File: src/rtl/elink_tx_frame_packer.sv
// ============================================================================
// elink_tx_frame_packer : packs one parallel message into SOP/data/[CRC]/EOP
// elink words, followed by idle commas. Define ELINK_TX_CRC_EN to add the CRC-8 word.
// Revision 1.0
// ============================================================================
`default_nettype none

module elink_tx_frame_packer #(
  parameter int         MSG_BYTES = 10,
  parameter int         GAP_WORDS = 2,
  parameter logic [7:0] SOP_CHAR  = 8'h3C,
  parameter logic [7:0] EOP_CHAR  = 8'hDC
) (
  input  logic                   clk,
  input  logic                   rst,
  input  logic [8*MSG_BYTES-1:0] msg_in,
  input  logic                   msg_valid,
  output logic                   msg_ready,
  input  logic                   word_tick,
  input  logic [7:0]             Kchar_comma,
  output logic [9:0]             data_tra_out,
  output logic                   buffer_en,
  output logic                   frame_done
);

  localparam int IDX_W = $clog2(MSG_BYTES);
  localparam int GAP_W = $clog2(GAP_WORDS + 1);
  localparam logic [IDX_W-1:0] LAST_IDX = IDX_W'(MSG_BYTES - 1);
  localparam logic [GAP_W-1:0] LAST_GAP = GAP_W'(GAP_WORDS - 1);

  typedef enum logic [2:0] {
    S_IDLE = 3'd0,
    S_SOP  = 3'd1,
    S_DATA = 3'd2,
`ifdef ELINK_TX_CRC_EN
    S_CRC  = 3'd3,
`endif
    S_EOP  = 3'd4,
    S_GAP  = 3'd5
  } state_t;

  state_t                 state;
  logic [8*MSG_BYTES-1:0] msg;
  logic [IDX_W-1:0]       idx;
  logic [GAP_W-1:0]       gap_cnt;
  logic [9:0]             comma_word;
  logic [7:0]             cur_byte;
  logic [7:0]             next_byte;

  // Latched message shifts left by one byte per consumed data word,
  // so the byte on the wire is always the top byte.
  assign comma_word = {2'b11, Kchar_comma};
  assign cur_byte   = msg[8*MSG_BYTES-1 -: 8];
  assign next_byte  = msg[8*MSG_BYTES-9 -: 8];

`ifdef ELINK_TX_CRC_EN
  logic [7:0] crc;

  function automatic logic [7:0] crc8_next(input logic [7:0] c, input logic [7:0] d);
    logic [7:0] r;
    r = c ^ d;
    for (int b = 0; b < 8; b++) r = r[7] ? ((r << 1) ^ 8'h07) : (r << 1);
    return r;
  endfunction
`endif

  always_ff @(posedge clk) begin
    if (!rst) begin
      state        <= S_IDLE;
      msg          <= '0;
      idx          <= '0;
      gap_cnt      <= '0;
      msg_ready    <= 1'b0;
      data_tra_out <= comma_word;
      buffer_en    <= 1'b0;
      frame_done   <= 1'b0;
`ifdef ELINK_TX_CRC_EN
      crc          <= 8'h00;
`endif
    end else begin
      frame_done <= 1'b0;
      case (state)
        S_IDLE: begin
          if (msg_ready && msg_valid) begin
            msg          <= msg_in;
            idx          <= '0;
            state        <= S_SOP;
            msg_ready    <= 1'b0;
            data_tra_out <= {2'b10, SOP_CHAR};
            buffer_en    <= 1'b1;
`ifdef ELINK_TX_CRC_EN
            crc          <= 8'h00;
`endif
          end else begin
            msg_ready    <= 1'b1;
            data_tra_out <= comma_word;
          end
        end
        S_SOP: begin
          if (word_tick) begin
            state        <= S_DATA;
            data_tra_out <= {2'b00, cur_byte};
          end
        end
        S_DATA: begin
          if (word_tick) begin
`ifdef ELINK_TX_CRC_EN
            crc <= crc8_next(crc, cur_byte);
`endif
            if (idx == LAST_IDX) begin
              idx <= '0;
`ifdef ELINK_TX_CRC_EN
              state        <= S_CRC;
              data_tra_out <= {2'b00, crc8_next(crc, cur_byte)};
`else
              state        <= S_EOP;
              data_tra_out <= {2'b01, EOP_CHAR};
`endif
            end else begin
              idx          <= idx + IDX_W'(1);
              msg          <= msg << 8;
              data_tra_out <= {2'b00, next_byte};
            end
          end
        end
`ifdef ELINK_TX_CRC_EN
        S_CRC: begin
          if (word_tick) begin
            state        <= S_EOP;
            data_tra_out <= {2'b01, EOP_CHAR};
          end
        end
`endif
        S_EOP: begin
          if (word_tick) begin
            state        <= S_GAP;
            gap_cnt      <= '0;
            data_tra_out <= comma_word;
            buffer_en    <= 1'b0;
            frame_done   <= 1'b1;
          end
        end
        S_GAP: begin
          data_tra_out <= comma_word;
          if (word_tick) begin
            if (gap_cnt == LAST_GAP) begin
              state     <= S_IDLE;
              gap_cnt   <= '0;
              msg_ready <= 1'b1;
            end else begin
              gap_cnt <= gap_cnt + GAP_W'(1);
            end
          end
        end
        default: begin
          state        <= S_IDLE;
          msg_ready    <= 1'b0;
          data_tra_out <= comma_word;
          buffer_en    <= 1'b0;
        end
      endcase
    end
  end

endmodule

`default_nettype wire
File: config.mk
export PLATFORM = sky130hd
export DESIGN_NAME = elink_tx_frame_packer
export DESIGN_NICKNAME = d
export VERILOG_FILES = /design/src/rtl/elink_tx_frame_packer.sv
export SDC_FILE = /design/constraint.sdc
export NUM_CORES = 1
export LEC_CHECK = 0
export CAP_MARGIN = 5
export CORE_ASPECT_RATIO = 0.9
export CORE_MARGIN = 3
export CORE_UTILIZATION = 30
export CTS_CLUSTER_SIZE = 24
export DETAILED_ROUTE_END_ITERATION = 10
export PLACE_DENSITY_LB_ADDON = 0.15
export SLEW_MARGIN = 20
export SYNTH_ARGS = -nofsm -noshare
export SYNTH_HDL_FRONTEND = slang
export SYNTH_SLANG_ARGS = --single-unit
File: constraint.sdc
create_clock -name clk -period 1.7 [get_ports clk]
set_clock_uncertainty 0.05 [all_clocks]
set_input_delay 0.34 -clock clk [delete_from_list [all_inputs] [get_ports clk]]
set_output_delay 0.34 -clock clk [all_outputs]
set_load 0.05 [all_outputs]
==> results.ini, run 1 <==
[power]
total_power_mw = 6.73
p_sw_frac = 0.264
p_int_mw = 4.95
p_switching_mw = 1.78
pwr-share-seq = 0.421
p_leak_nw = 3.43
p_comb_frac = 0.237
power_density_nw_per_um2 = 920
ir_worst_vdd_v = 0.000532
pwr-share-clk = 0.343

[logic_synthesis]
synth_area_sq_um = 4890
yosysWarnings = 0
synth_seq_cells = 102
synth-edff-count = 8
synth_seq_area_share = 0.434
syn-instance-count = 485
synth_top_area_frac = 0.385
syn_area_per_cell_sq_um = 10.1
synthTopCellsByArea = dfxtp_1, mux2i_1, o211a_1
synth_top_area_cell = dfxtp_1
async_reset_ff_frac = 0
synth.distinct_cells = 45
synthesis.nets = 579
synthFlopType = dfxtp_1

[route]
vias = 4247
via_per_inst = 5.11
drc = 0
drt_iter0_markers = 201
detail_route.first_pass.iterations = 5
wl_per_cell_um = 17.6
drt_wl_total_um = 14600
ant_nets = 0

[floorplanning]
core_area_sq_um = 15700
dieHeight_um = 127
die_area_sq_um = 17900
rows = 43
start_util = 0.311
die_w_um = 141
ios = 105

[worst_setup_path]
worstPathArrival_ns = 1.97
critPathRequiredTime_ns = 1.89
endpoint_kind = register
path_class = reg2reg
reg2reg_slack_ns = -0.08
critPathLaunchType = register
path_max_fanout = 7
r2r-end = msg[50]
r2r_cells = 8
rr_startpoint = state[0]

[hold_path]
worst_hold_path.endpoint = msg[16]
hold_depth = 3
worstHoldStart = rst
hp-class = in2reg

[place]
dp_hpwl_um = 9270
dpl.cell_count = 791
dpl_worst_slack_ns = -0.411
numPortBuffers = 104
gp_congestion = 0.798
postPlaceCellArea_sq_um = 6360

[clock_network]
clkLatencyLatePin_ns = 0.35
cts_tree = yes
clkTransAtPathRegs_ns = 0.07
ctsRootBufferMaster = clkbuf_16
cts_buffers = 9
holdBufCountCts = 0
cts.sinks = 102
clock_path_buffers = 2
htree_levels = 3

[layout]
design_area_sq_um = 7310
diodes = 0
layout_common_cells = dfxtp_1, clkdlybuf4s50_1, nand2_1
layout-drive-gt1-share = 0.211
final_common_cell = dfxtp_1
fin_nets = 718
area_growth_pct = 49.6
final_util = 0.466
final_cells = 831

[sta]
setup_tns_ns = -0.915
fmax_mhz = 563
worst_slew_pin_slew_ns = 0.639
finalMaxSlewViolations = 0
hold_ws_ns = 0.409
period_minus_slack_ns = 1.78
hold_viol_final = 0
rsz0062_at_grt = true
slew-limit-headroom = 0.574
setup_viol = 51
worst_slack_ns = -0.0769
min_period_over_period = 1.05

[global_routing]
grt_usage = 0.152
grt_max_degree = 60
antenna_found_initial = 1
grt_pass1_vias = 4249
grt_first_pass_wirelength_um = 21900
overflow = 0

[job]
cap_violations = 0

[run_status]
violations = setup timing
status = complete, but fails checks

[registers in the layout, indices dropped and copies added (netlist names)]
| name | count |
|---|---|
| data_tra_out | 10 |
| msg | 80 |
| buffer_en | 1 |
| gap_cnt | 2 |
| state | 3 |
| frame_done | 1 |
| msg_ready | 1 |
| idx | 4 |
[repair_timing]
item | in CTS | in global routing
setup endpoints to repair | 96 | 100
gates cloned | 2 | 11
hold endpoints to repair | 0 | 0
pin swaps | 2 | 36
setup buffers | 5 | 6
gates resized for setup | 19 | 43
[worst max-delay path by stage]
stage,start,end,slack (ns),cells after the start
finish,state[0],msg[50],-0.08,8
global placement,word_tick,msg[26],-0.38,6
floorplan,msg_ready,idx[1],-0.01,5
detailed placement,word_tick,msg[67],-0.41,6
global route,state[0],msg[32],-0.13,8
CTS,state[0],msg[50],-0.01,7
[synth_stat cells (3+ instances only)]
master / count
buf_4: 13
nand2_1: 86
dfxtp_1: 94
a32o_1: 8
a22oi_1: 9
edfxtp_1: 8
inv_1: 3
o21a_1: 4
nor2b_1: 14
o211a_1: 73
nor3_1: 3
clkbuf_1: 13
mux2i_1: 75
and2_1: 3
o221ai_1: 3
o21ai_0: 8
nor2_1: 8
a21oi_1: 9
buf_2: 18
[worst max-delay path, cell delays in order, from the launching register on]
cell     delay [ns]
dfxtp_4        0.37
buf_12         0.13
nor3b_4        0.22
buf_12         0.15
buf_12         0.14
buf_12         0.14
mux2i_2        0.24
nand2_1        0.10
o211a_1        0.12
[per-layer routing]
metal  vias to the layer above  part of all wire  global-route usage
met5                         -           0.00089                   0
met4                         2            0.0081              0.0325
met1                      2066              0.48               0.207
met3                        11             0.046              0.0438
li1                       2075                 -                   -
met2                        93              0.47               0.243
[logic make-up (layout without fill, tap and decap cells)]
logic type	Yosys count	after routing	synth area share
AND/OR/NAND/NOR	128	128	0.119
flip-flops	102	102	0.434
multiplexers	75	75	0.154
buffers and inverters	48	192	0.0514
AO/OA/AOI/OAI	130	130	0.237
adder cells (fa/ha/maj)	2	2	0.00512
[final cells by class]
| cell class | instances | area (sq um) |
|---|---|---|
| well taps | 202 | 253 |
| fillers | 1485 | 8400 |
| multi-input cells | 335 | 2650 |
| clock inverters | 3 | 65.1 |
| clock buffers | 13 | 270 |
| repair buffers | 173 | 1940 |
| flip-flops and latches | 102 | 2130 |
| inverters | 3 | 11.3 |
[power groups by stage]
stage	Sequential [mW]	Clock [mW]	Combinational [mW]
5_1_grt	2.86	2.46	1.71
3_5_place_dp	2.88	0	1.32
3_3_place_gp	2.87	0	1.30
2_1_floorplan	2.95	0	0.680
4_1_cts	2.83	2.37	1.41
6_report	2.83	2.31	1.59
Power figures use the tool's default switching activity.
==> run 2: changes to the inputs <==
--- a/config.mk
+++ b/config.mk
@@ -11,6 +11,7 @@
 export CORE_UTILIZATION = 30
 export CTS_CLUSTER_SIZE = 24
 export DETAILED_ROUTE_END_ITERATION = 10
+export MAX_ROUTING_LAYER = met4
 export PLACE_DENSITY_LB_ADDON = 0.15
 export SLEW_MARGIN = 20
 export SYNTH_ARGS = -nofsm -noshare
==> run 2 against run 1 <==
Effect of this change:
- the flow still finishes with violations (setup timing)
- sequential power hardly changed
- final area grew 1.0%
- hold slack gained 0.0065 ns
- critical path type unchanged
- critical endpoint is now msg[24]
- highest routed layer is now met4
==> results.ini, run 2 (synthesis gave the netlist of run 1 again) <==
[run_status]
status = complete, but fails checks
violations = setup timing

[floorplanning]
dieHeight_um = 127  ; unchanged
start_util = 0.311  ; unchanged
ios = 105  ; unchanged
rows = 43  ; unchanged
die_area_sq_um = 17900  ; unchanged
core_area_sq_um = 15700  ; unchanged
die_w_um = 141  ; unchanged

[layout]
regMostFlops = msg
layout-drive-gt1-share = 0.218  ; +0.00691
area_growth_pct = 51.2
final_common_cell = dfxtp_1
final_util = 0.470  ; +0.00478
reg_top3 = msg x80, data_tra_out x10, idx x4
largest_register_ffs = 80  ; unchanged
layout_common_cells = dfxtp_1, clkdlybuf4s50_1, nand2_1
fin_nets = 721  ; +0.42%
fillCellCount = 1483  ; -0.13%
design_area_sq_um = 7390  ; +1.0%

[clock_network]
clkTransAtPathRegs_ns = 0.07  ; about the same
cts.sinks = 102  ; unchanged
htree_levels = 3  ; unchanged
cts_tree = yes
cts_buffers = 9  ; unchanged
holdBufCountCts = 0  ; unchanged
clock_path_buffers = 2  ; unchanged
ctsRootBufferMaster = clkbuf_16
clkLatencyLatePin_ns = 0.35  ; about the same

[worst_setup_path]
path_class = reg2reg
reg2reg_slack_ns = -0.08  ; about the same
critPathLaunchType = register
path_max_fanout = 8  ; +1
endpoint_kind = register
path_cells = inv_2 > ha_2 > and3b_2 > o22ai_4 > buf_12 > clkbuf_16 > nand2_1 > o211a_1
slowest_delay_ns = 0.34  ; -0.03 ns
critPathRequiredTime_ns = 1.89  ; about the same
cp_slowest_cell = dfxtp_2
worstPathArrival_ns = 1.97  ; about the same

[route]
drc = 0  ; unchanged
drt_iter0_markers = 268  ; +33%
ant_nets = 0  ; unchanged
vias = 4298  ; +1.2%
drt_wl_total_um = 14900  ; +2.0%
wl_per_cell_um = 17.8  ; +1.5%
detail_route.first_pass.iterations = 4  ; -1
via_per_inst = 5.15  ; +0.72%

[job]
cap_violations = 0  ; unchanged

[sta]
min_period_over_period = 1.05  ; about the same
slew-limit-headroom = 0.577  ; +0.00270
rsz0062_at_grt = true
hold_viol_final = 0  ; unchanged
setup_viol = 65  ; +27%
finalMaxSlewViolations = 0  ; unchanged
hold_ws_ns = 0.415  ; +0.00649 ns
worst_slack_ns = -0.0778  ; -0.000925 ns
worst_slew_pin_slew_ns = 0.635  ; -0.00404 ns
fmax_mhz = 562  ; about the same
period_minus_slack_ns = 1.78  ; +0.000925 ns

[global_routing]
grt_max_degree = 60  ; unchanged
antenna_found_initial = 1  ; unchanged
overflow = 0  ; unchanged
grt_first_pass_wirelength_um = 21900  ; unchanged
grt_pass1_vias = 4248  ; -0.024%
grt_usage = 0.157  ; +0.00480

[power]
power_density_nw_per_um2 = 918  ; -0.28%
total_power_mw = 6.78  ; +0.74%
p_leak_nw = 3.46  ; +0.86%
ir_worst_vdd_v = 0.000522  ; -2.0%

[hold_path]
hp-class = in2reg

[place]
postPlaceCellArea_sq_um = 6360  ; unchanged
dp_hpwl_um = 9270  ; unchanged
gp_congestion = 0.810  ; +1.4%
dpl_worst_slack_ns = -0.411  ; unchanged
numPortBuffers = 104  ; unchanged

-- run 2: power by group --
part / leakage [nW] / switching [mW] / internal (mW) / total [mW]
registers: 0.859 / 0.156 / 2.68 / 2.83
logic: 2.44 / 0.738 / 0.900 / 1.64
clock network: 0.166 / 0.902 / 1.41 / 2.31
-- run 2: area by class of cell --
class	instances	area, sq um	share of cell area
sequential	102	2130	0.288
tap	202	253	0.0342
inverter	3	11.3	0.00152
timing repair buffer	176	2010	0.272
clock inverter	3	65.1	0.00880
multi-input combinational	335	2650	0.358
antenna	1	2.50	0.000339
clock buffer	13	270	0.0366
-- run 2: metrics by stage --
step	instances	setup TNS, ns
finish	835	-1.90
floorplan	485	-0.0107
global route	835	-7.03
detailed placement	791	-32.18
CTS	814	-0.0237
global placement	791	-29.27
-- run 2: final timing paths --
path                            startpoint    endpoint  cells past startpoint
worst max-delay path                idx[1]     msg[24]                      8
worst min-delay path                   rst     msg[16]                      3
worst max register to register      idx[1]     msg[24]                      8
worst min register to register  gap_cnt[1]  gap_cnt[1]                      1
-- run 2: worst max-delay path: cells and delay by family, from the launching register on --
family	cells	cell delay, ns
simple gates	2	0.30
compound gates	2	0.41
fa+ha+maj	1	0.15
flops	1	0.34
buf+inv	3	0.41
-- run 2: per-layer routing --
layer  GRT usage  share of wire  up-vias  routed length, um
met5           -              0        -                  0
met4      0.0325         0.0092        0                137
met3      0.0412          0.045       12                676
met2       0.243           0.47      115               7050
met1       0.209           0.47     2089               7020
li1            -              -     2082                  -
-- run 2: what timing repair did --
action	CTS	global route
setup buffers	5	7
setup endpoints to repair	96	100
gates resized for setup	19	48
pin swaps	2	39
cloned	2	13
